### config.mk
export PLATFORM = sky130hd
export DESIGN_NAME = uart_command_controller
export DESIGN_NICKNAME = d
export VERILOG_FILES = /design/src/rtl/uart_command_pkg.sv /design/src/rtl/uart_command_controller.sv
export SDC_FILE = /design/constraint.sdc
export NUM_CORES = 1
export LEC_CHECK = 0
export BUFFER_PORTS_ARGS = -buffer_cell sky130_fd_sc_hd__buf_2
export CORE_MARGIN = 1.5
export CORE_UTILIZATION = 53
export DETAILED_ROUTE_END_ITERATION = 12
export MAX_ROUTING_LAYER = met4
export PLACE_DENSITY = 0.76
export RECOVER_POWER = 50
export SLEW_MARGIN = 40
export SYNTH_ARGS = -nofsm -noshare
export SYNTH_HDL_FRONTEND = slang
export SYNTH_SLANG_ARGS = --single-unit
export TNS_END_PERCENT = 20
### constraint.sdc
create_clock -name clock -period 2.5 [get_ports clock]
set_input_delay 0.375 -clock clock [delete_from_list [all_inputs] [get_ports clock]]
set_output_delay 0.375 -clock clock [all_outputs]
set_load 0.03 [all_outputs]
### src/rtl/uart_command_pkg.sv
// rtl/uart_command_pkg.sv - shared state encoding and response codes for the UART command controller
package uart_command_pkg;

    localparam logic [2:0] ST_IDLE    = 3'd0;
    localparam logic [2:0] ST_CMD     = 3'd1;
    localparam logic [2:0] ST_DATA    = 3'd2;
    localparam logic [2:0] ST_CHECK   = 3'd3;
    localparam logic [2:0] ST_EXEC    = 3'd4;
    localparam logic [2:0] ST_RD_WAIT = 3'd5;
    localparam logic [2:0] ST_RESP    = 3'd6;

    localparam logic [7:0] ACK = 8'h06;
    localparam logic [7:0] NAK = 8'h15;
    localparam int CMD_WRITE_BIT = 7;

    function automatic logic [7:0] sat_inc(input logic [7:0] v);
        return (v == 8'hFF) ? v : v + 8'd1;
    endfunction

endpackage

### src/rtl/uart_command_controller.sv
// rtl/uart_command_controller.sv - SYNC/CMD/DATA/CHECK frame decoder, register sequencer and ACK/NAK responder
module uart_command_controller
    import uart_command_pkg::*;
#(
    parameter logic [7:0] SYNC_BYTE = 8'hA5,
    parameter int TIMEOUT_CLOCKS = 50000
) (
    input  logic       clock,
    input  logic       reset,
    input  logic       rx_valid,
    input  logic [7:0] rx_data,
    output logic [7:0] tx_data,
    output logic       tx_valid,
    input  logic       tx_ready,
    output logic [6:0] reg_addr,
    output logic [7:0] reg_wdata,
    output logic       reg_write,
    output logic       reg_read,
    input  logic [7:0] reg_rdata,
    output logic       busy,
    output logic [7:0] error_count
);

    logic [2:0] state_q, state_d;
    logic       is_write_q, is_write_d;
    logic [6:0] addr_q, addr_d;
    logic [7:0] wdata_q, wdata_d;
    logic [7:0] csum_q, csum_d;
    logic [7:0] rdata_q, rdata_d;
    logic       send_rdata_q, send_rdata_d;
    logic [7:0] tx_data_q, tx_data_d;
    logic       tx_valid_q, tx_valid_d;
    logic       reg_write_q, reg_write_d;
    logic       reg_read_q, reg_read_d;
    logic [7:0] error_count_q, error_count_d;
    logic       err_inc;

`ifdef UART_CMD_TIMEOUT_EN
    localparam int TMO_W = $clog2(TIMEOUT_CLOCKS + 1);
    logic [TMO_W-1:0] tmo_cnt_q, tmo_cnt_d;
    logic             in_frame;
    assign in_frame = (state_q == ST_CMD) || (state_q == ST_DATA) || (state_q == ST_CHECK);
`endif

    always_comb begin
        state_d       = state_q;
        is_write_d    = is_write_q;
        addr_d        = addr_q;
        wdata_d       = wdata_q;
        csum_d        = csum_q;
        rdata_d       = rdata_q;
        send_rdata_d  = send_rdata_q;
        tx_data_d     = tx_data_q;
        tx_valid_d    = tx_valid_q;
        reg_write_d   = 1'b0;
        reg_read_d    = 1'b0;
        err_inc       = 1'b0;
        error_count_d = error_count_q;

        case (state_q)
            ST_IDLE: begin
                if (rx_valid && rx_data == SYNC_BYTE) state_d = ST_CMD;
            end
            ST_CMD: begin
                if (rx_valid) begin
                    is_write_d = rx_data[CMD_WRITE_BIT];
                    addr_d     = rx_data[6:0];
                    csum_d     = rx_data;
                    state_d    = rx_data[CMD_WRITE_BIT] ? ST_DATA : ST_CHECK;
                end
            end
            ST_DATA: begin
                if (rx_valid) begin
                    wdata_d = rx_data;
                    csum_d  = csum_q ^ rx_data;
                    state_d = ST_CHECK;
                end
            end
            ST_CHECK: begin
                if (rx_valid) begin
                    if (rx_data == csum_q) begin
                        state_d     = ST_EXEC;
                        reg_write_d = is_write_q;
                        reg_read_d  = !is_write_q;
                    end else begin
                        state_d      = ST_RESP;
                        tx_valid_d   = 1'b1;
                        tx_data_d    = NAK;
                        send_rdata_d = 1'b0;
                        err_inc      = 1'b1;
                    end
                end
            end
            ST_EXEC: begin
                err_inc = rx_valid;
                if (is_write_q) begin
                    state_d      = ST_RESP;
                    tx_valid_d   = 1'b1;
                    tx_data_d    = ACK;
                    send_rdata_d = 1'b0;
                end else begin
                    state_d = ST_RD_WAIT;
                end
            end
            ST_RD_WAIT: begin
                err_inc      = rx_valid;
                rdata_d      = reg_rdata;
                state_d      = ST_RESP;
                tx_valid_d   = 1'b1;
                tx_data_d    = ACK;
                send_rdata_d = 1'b1;
            end
            ST_RESP: begin
                err_inc = rx_valid;
                if (tx_ready) begin
                    if (send_rdata_q) begin
                        tx_data_d    = rdata_q;
                        send_rdata_d = 1'b0;
                    end else begin
                        tx_valid_d = 1'b0;
                        state_d    = ST_IDLE;
                    end
                end
            end
            default: state_d = ST_IDLE;
        endcase

`ifdef UART_CMD_TIMEOUT_EN
        tmo_cnt_d = '0;
        if (in_frame && !rx_valid) begin
            if (tmo_cnt_q == TMO_W'(TIMEOUT_CLOCKS - 1)) begin
                state_d = ST_IDLE;
                err_inc = 1'b1;
            end else begin
                tmo_cnt_d = tmo_cnt_q + TMO_W'(1);
            end
        end
`endif

        if (err_inc) error_count_d = sat_inc(error_count_q);
    end

    always_ff @(posedge clock or posedge reset) begin
        if (reset) begin
            state_q       <= ST_IDLE;
            is_write_q    <= 1'b0;
            addr_q        <= '0;
            wdata_q       <= '0;
            csum_q        <= '0;
            rdata_q       <= '0;
            send_rdata_q  <= 1'b0;
            tx_data_q     <= '0;
            tx_valid_q    <= 1'b0;
            reg_write_q   <= 1'b0;
            reg_read_q    <= 1'b0;
            error_count_q <= '0;
        end else begin
            state_q       <= state_d;
            is_write_q    <= is_write_d;
            addr_q        <= addr_d;
            wdata_q       <= wdata_d;
            csum_q        <= csum_d;
            rdata_q       <= rdata_d;
            send_rdata_q  <= send_rdata_d;
            tx_data_q     <= tx_data_d;
            tx_valid_q    <= tx_valid_d;
            reg_write_q   <= reg_write_d;
            reg_read_q    <= reg_read_d;
            error_count_q <= error_count_d;
        end
    end

`ifdef UART_CMD_TIMEOUT_EN
    always_ff @(posedge clock or posedge reset) begin
        if (reset) tmo_cnt_q <= '0;
        else       tmo_cnt_q <= tmo_cnt_d;
    end
`endif

    assign tx_data     = tx_data_q;
    assign tx_valid    = tx_valid_q;
    assign reg_addr    = addr_q;
    assign reg_wdata   = wdata_q;
    assign reg_write   = reg_write_q;
    assign reg_read    = reg_read_q;
    assign busy        = (state_q != ST_IDLE);
    assign error_count = error_count_q;

endmodule

Yosys cells after proc, flatten, opt, wreduce, memory -nomap -nowiden:

Index checks and enable logic that the tools add are counted.

* bits of input ports: 20
* word-level logic and storage cells: 87
* flip-flop bits (word level): 55
* output and inout port bits: 35

* bitwise gates (word level): 2
* add/sub/neg operators: 1
* eq/ne operators: 18
* multiplexer cells: 39
* reductions and logical operators: 15

Operator list (count)
* two-way mux 8 bit: 7
* one-hot mux 8 bit (4 select lines): 1
* one-hot mux 3 bit (7 select lines): 1
* two-way mux 1 bit: 18
* two-way mux 3 bit: 6
* != test 2 bit, second input constant: 9
* AND reduction 6 bit: 3
* == test 8 bit, second input constant: 2
* one-hot mux 8 bit (2 select lines): 1
* == test 3 bit, second input constant: 3
* adder 8 x 1 -> 8 bit, second input constant: 1
* == test 8 bit: 1
* one-hot mux 1 bit (4 select lines): 2
* XOR 8 bit: 1
* == test 3 x 2 -> 1 bit, second input constant: 2
* AND reduction 2 bit: 3
* AND reduction 5 bit: 1
* two-way mux 2 bit: 2
* nonzero test 4 bit: 1
* == test 3 x 1 -> 1 bit, second input constant: 1
* logical NOT 3 bit: 1
* AND reduction 3 bit: 1
* nonzero test 3 bit: 1
* OR reduction 3 bit: 1
* 5 further kinds: 5

Depth between registers and ports, before layout:

* depth in word-level cells: 5
* gate-level depth with buffers: 6
* depth with buffers taken out: 6

Worst setup path before layout:

Ideal clock, no wire load.

* kind: flip-flop to flip-flop
* start: register error_count_q[0], in the netlist error_count[0]
* end: register error_count_q[1], in the netlist error_count[1]
* data required time: 2.372 ns
* setup time: 0.128 ns
* buffers on the path: 0
* data arrival time: 1.676 ns
* path slack: 0.696 ns
* clock period less this slack: 1.804 ns
* stages on the path, launching flop included: 7
* cells stage by stage: dfrtp_1 > ha_1 > and2_1 > nand2_1 > o221a_2 > o21ai_2 > mux2_1

* cells in the longest elaborated chain, start to end: 3
* elaborated cells on any way between the ends: 4
* those cells by class: add/sub (1); eq/ne (1); bitwise (1); reduce/logical (1)

RTL lines
* start, declared: line uart_command_controller.sv:35 `logic [7:0] error_count_q, error_count_d;`
* start signal, assigned: line uart_command_controller.sv:169 `error_count_q <= error_count_d;`
* branches (longest 3 deep; another with adder 8 x 1 -> 8 bit)

Several ways; the timed one is not identified.
A chain may end at the register's enable or synchronous reset.

Final worst setup path:

* start: register state_q[1]
* end: register tx_data_q[1], in the netlist tx_data[1]

* cells in the longest elaborated chain, start to end: 3
* elaborated cells on any way between the ends: 12
* those cells by class: eq/ne (9); mux (1); reduce/logical (2)

RTL lines
* start, declared: line uart_command_controller.sv:24 `logic [2:0] state_q, state_d;`
* start signal, assigned: line uart_command_controller.sv:158 `state_q <= state_d;`
* == test 3 bit / == test 3 x 2 -> 1 bit (equally long branches): line uart_command_controller.sv:60 `case (state_q)`
* != test 2 bit (no source line) / nonzero test 4 bit (equally long branches)
* AND reduction 6 bit (no source line)
* end signal, assigned: line uart_command_controller.sv:165 `tx_data_q <= tx_data_d;`
* end, declared: line uart_command_controller.sv:31 `logic [7:0] tx_data_q, tx_data_d;`

Several ways; a longest one is shown, not always the timed one.

==> summary.txt <==
Logic synthesis
  – Sequential-to-total area share from yosys stat: 52.1%
  – Mean post-synth cell area: 10.4 um2
  – Yosys Warn Count: 0
  – Netlist cell types: 46
  – Ys async rst share: 100%
  – Netlist Area Pre-Place: 2640 um2
  – Mapped Cells: 253
  – Seq cells post-synth: 55
  – Most used flip-flop cell after synthesis: dfrtp_1
  – Post-synth EDFFs: 0
  – Syn_nets: 274

Run status
  – Outcome: complete, no violations

GRT
  – Total gr overflow: 0
  – GR Util All Layers: 22.8%
  – Global-route wire length before repair: 9.15 mm
  – Largest net degree at the start of global routing: 56
  – Vias in the first global route: 1843
  – Initial antenna violation count: 0

Drt
  – Via Count: 2049
  – Initial DRC count: 286
  – Antenna viol nets, final: 0
  – Avg WL per Cell: 14.6 um
  – First-pass DRT Iterations: 4
  – Drt via density: 5.45
  – WL final: 5.49 mm
  – Drt drc: 0

Setup path
  – Critical-path top delay cell: dfrtp_1
  – CP endpoint kind: flop
  – Critical path launch point type: flop
  – Critical Path RT: 2690 ps
  – WP buf/inv: 1
  – Worst-path maximum fanout: 23
  – Worst Path Arrival: 2220 ps
  – Setup CP Type: flop to flop
  – Worst path cell trace: mux2i_1 > a31oi_1 > buf_4 > o221ai_2 > a32o_1
  – CP peak stage delay: 740 ps
  – Delay-heaviest family, CP: compound AO/OA/AOI/OAI gates

Place
  – Gpl congestion: 0.828
  – # placed instances: 369
  – PortBufs: 54
  – DP Area: 3000 um2
  – DP Wirelength: 3.91 mm

CTS
  – Clk buf depth: 2
  – Clock Latency Late Sink: 300 ps
  – Num CTS Buffers: 5
  – Clock root buffer: clkbuf_8
  – Clock sink count: 55
  – Setup bufs post-CTS: 0
  – CTS hold repair buffers: 0
  – CTS tree: done
  – H-tree depth: 2
  – Post-CTS sizing: 0
  – Worst-path clk slew: 90 ps

Timing
  – RSZ-0062 raised after global routing: no
  – Final setup skew: 6.39 ps
  – Setup violators final: 0
  – Max_slew headroom: 12.3%
  – Max Freq: 495 MHz
  – Endpoints failing hold: 0
  – Minimum clock period: 2020 ps
  – Tightest Pin Transition: 1320 ps
  – WHS: 297 ps
  – Pins Over Slew Limit: 0
  – Post-route setup TNS: 0 ps
  – Period utilisation layout: 80.8%

Layout
  – Final #Nets: 330
  – Final Instance Area: 3070 um2
  – Area of the multi-input gates: 1190 um2
  – Fraction of layout instances using a drive strength above 1: 23.3%
  – Diodes inserted: 0
  – Final cell count without fillers: 376
  – Util after Layout: 64.5%
  – Fill count: 424
  – P&R area growth vs syn: 16.1%
  – Sequential Area: 1380 um2

Pwr
  – PwrDens: 1270 nW/um2
  – Internal Power: 2160 uW
  – Static leakage: 0.00139 uW
  – Register share of total power: 40.6%
  – Net switching power: 1730 uW
  – VDD IR-drop max: 0.632 mV
  – Comb power frac: 44.9%
  – Clock power frac: 14.6%
  – Sw Share: 44.5%

Hold path
  – Worst min-delay path category: primary input to flop

Die
  – Die Ht: 73.6 um
  – Initial Util: 55.5%
  – Ports: 55
  – Die Area: 5410 um2
  – Horiz. Die Dim: 73.6 um
  – CORE AREA: 4750 um2
  – Num rows: 25

Run
  – Max Cap Viol: 0
## cell families after synthesis
| kind of cell | Yosys count | synth area share [%] |
|---|---|---|
| and+or+nand+nor | 80 | 14.4 |
| AOI/OAI and AO/OA | 66 | 17.7 |
| DFF | 55 | 52.1 |
| buffers and inverters | 18 | 2.70 |
| muxes | 18 | 7.63 |
| xor gates and xnor gates | 15 | 4.98 |
| adders and majority gates | 1 | 0.474 |
## power by group through the flow
stage | Sequential (uW) | Combinational (uW) | Clock (uW)
finish | 1580 | 1750 | 567
global route | 1640 | 1920 | 621
CTS | 1570 | 1790 | 585
detailed placement | 1590 | 1790 | 0
global placement | 1580 | 1740 | 0
floorplan | 1850 | 1030 | 0
## cells in the final DEF (no fill, tap or decap), drive strengths merged, types with 5 or more instances in the layout
cell     count
dfrtp       55
buf         39
nand2       37
clkbuf      23
nor2        21
mux2        17
a21oi       16
inv         10
o21ai       10
xor2         8
xnor2        7
a31oi        7
a22oi        6
nor3         5
o2bb2ai      5
## Yosys cell counts, types with 2 or more instances
master / n / area (um2)
buf_2: 2 / 10.0
xnor2_1: 7 / 61.3
o22ai_1: 4 / 25.0
a22oi_1: 6 / 45.0
o21ai_0: 8 / 40.0
a32oi_1: 2 / 17.5
o21ai_2: 2 / 17.5
o211ai_1: 4 / 30.0
and3_1: 3 / 18.8
nor2_1: 20 / 75.1
and2_1: 4 / 25.0
inv_1: 9 / 33.8
nor3_1: 5 / 25.0
a21oi_1: 16 / 80.1
dfrtp_1: 55 / 1380
clkbuf_1: 5 / 18.8
xor2_1: 8 / 70.1
o2111ai_1: 3 / 26.3
a31oi_1: 7 / 43.8
mux2_2: 16 / 180
o2bb2ai_1: 5 / 43.8
nand2_1: 37 / 139
nor2b_1: 2 / 12.5
## metal layers
layer | share of wire (%) | wire length, um | vias up | global-route usage, %
li1 | - | - | 1011 | -
met1 | 48 | 2660 | 984 | 35.2
met2 | 46 | 2520 | 50 | 30.3
met3 | 4.6 | 255 | 4 | 4.53
met4 | 0.87 | 48 | 0 | 6.17
met5 | 0 | 0 | - | -
## worst paths after layout
| check | startpoint | to | slack, ps | cells past startpoint |
|---|---|---|---|---|
| min | reg_rdata[6] | rdata_q[6] | 300 | 2 |
| max | state_q[1] | tx_data[1] | 480 | 5 |
| max reg2reg | state_q[1] | tx_data[1] | 480 | 5 |
| min reg2reg | reg_addr[4] | reg_addr[4] | 480 | 2 |
| max in group asynchronous | reset | is_write_q | 1220 | 3 |
| min in group asynchronous | reset | reg_wdata[6] | 490 | 3 |
## registers in the layout, indices dropped and copies added, names as in the netlist, 3 cells and up
signal	count
state_q	3
reg_wdata	8
tx_data	8
rdata_q	8
csum_q	8
error_count	8
reg_addr	7
## per-stage QoR
step	power [uW]	setup WS, ps
after floorplan	2880	696
after global placement	3320	518
after detailed placement	3370	463
after CTS	3950	510
after global routing	4180	302
final	3890	479
## final cells by class
cell class / count / share of cell area (%)
Sequential cell: 55 / 44.9
Tap cell: 67 / 2.73
Multi-Input combinational cell: 180 / 38.9
Timing Repair Buffer: 57 / 8.78
Clock inverter: 2 / 1.22
Inverter: 10 / 1.22
Clock buffer: 5 / 2.24
No activity file was read; power rests on OpenSTA's default activity.
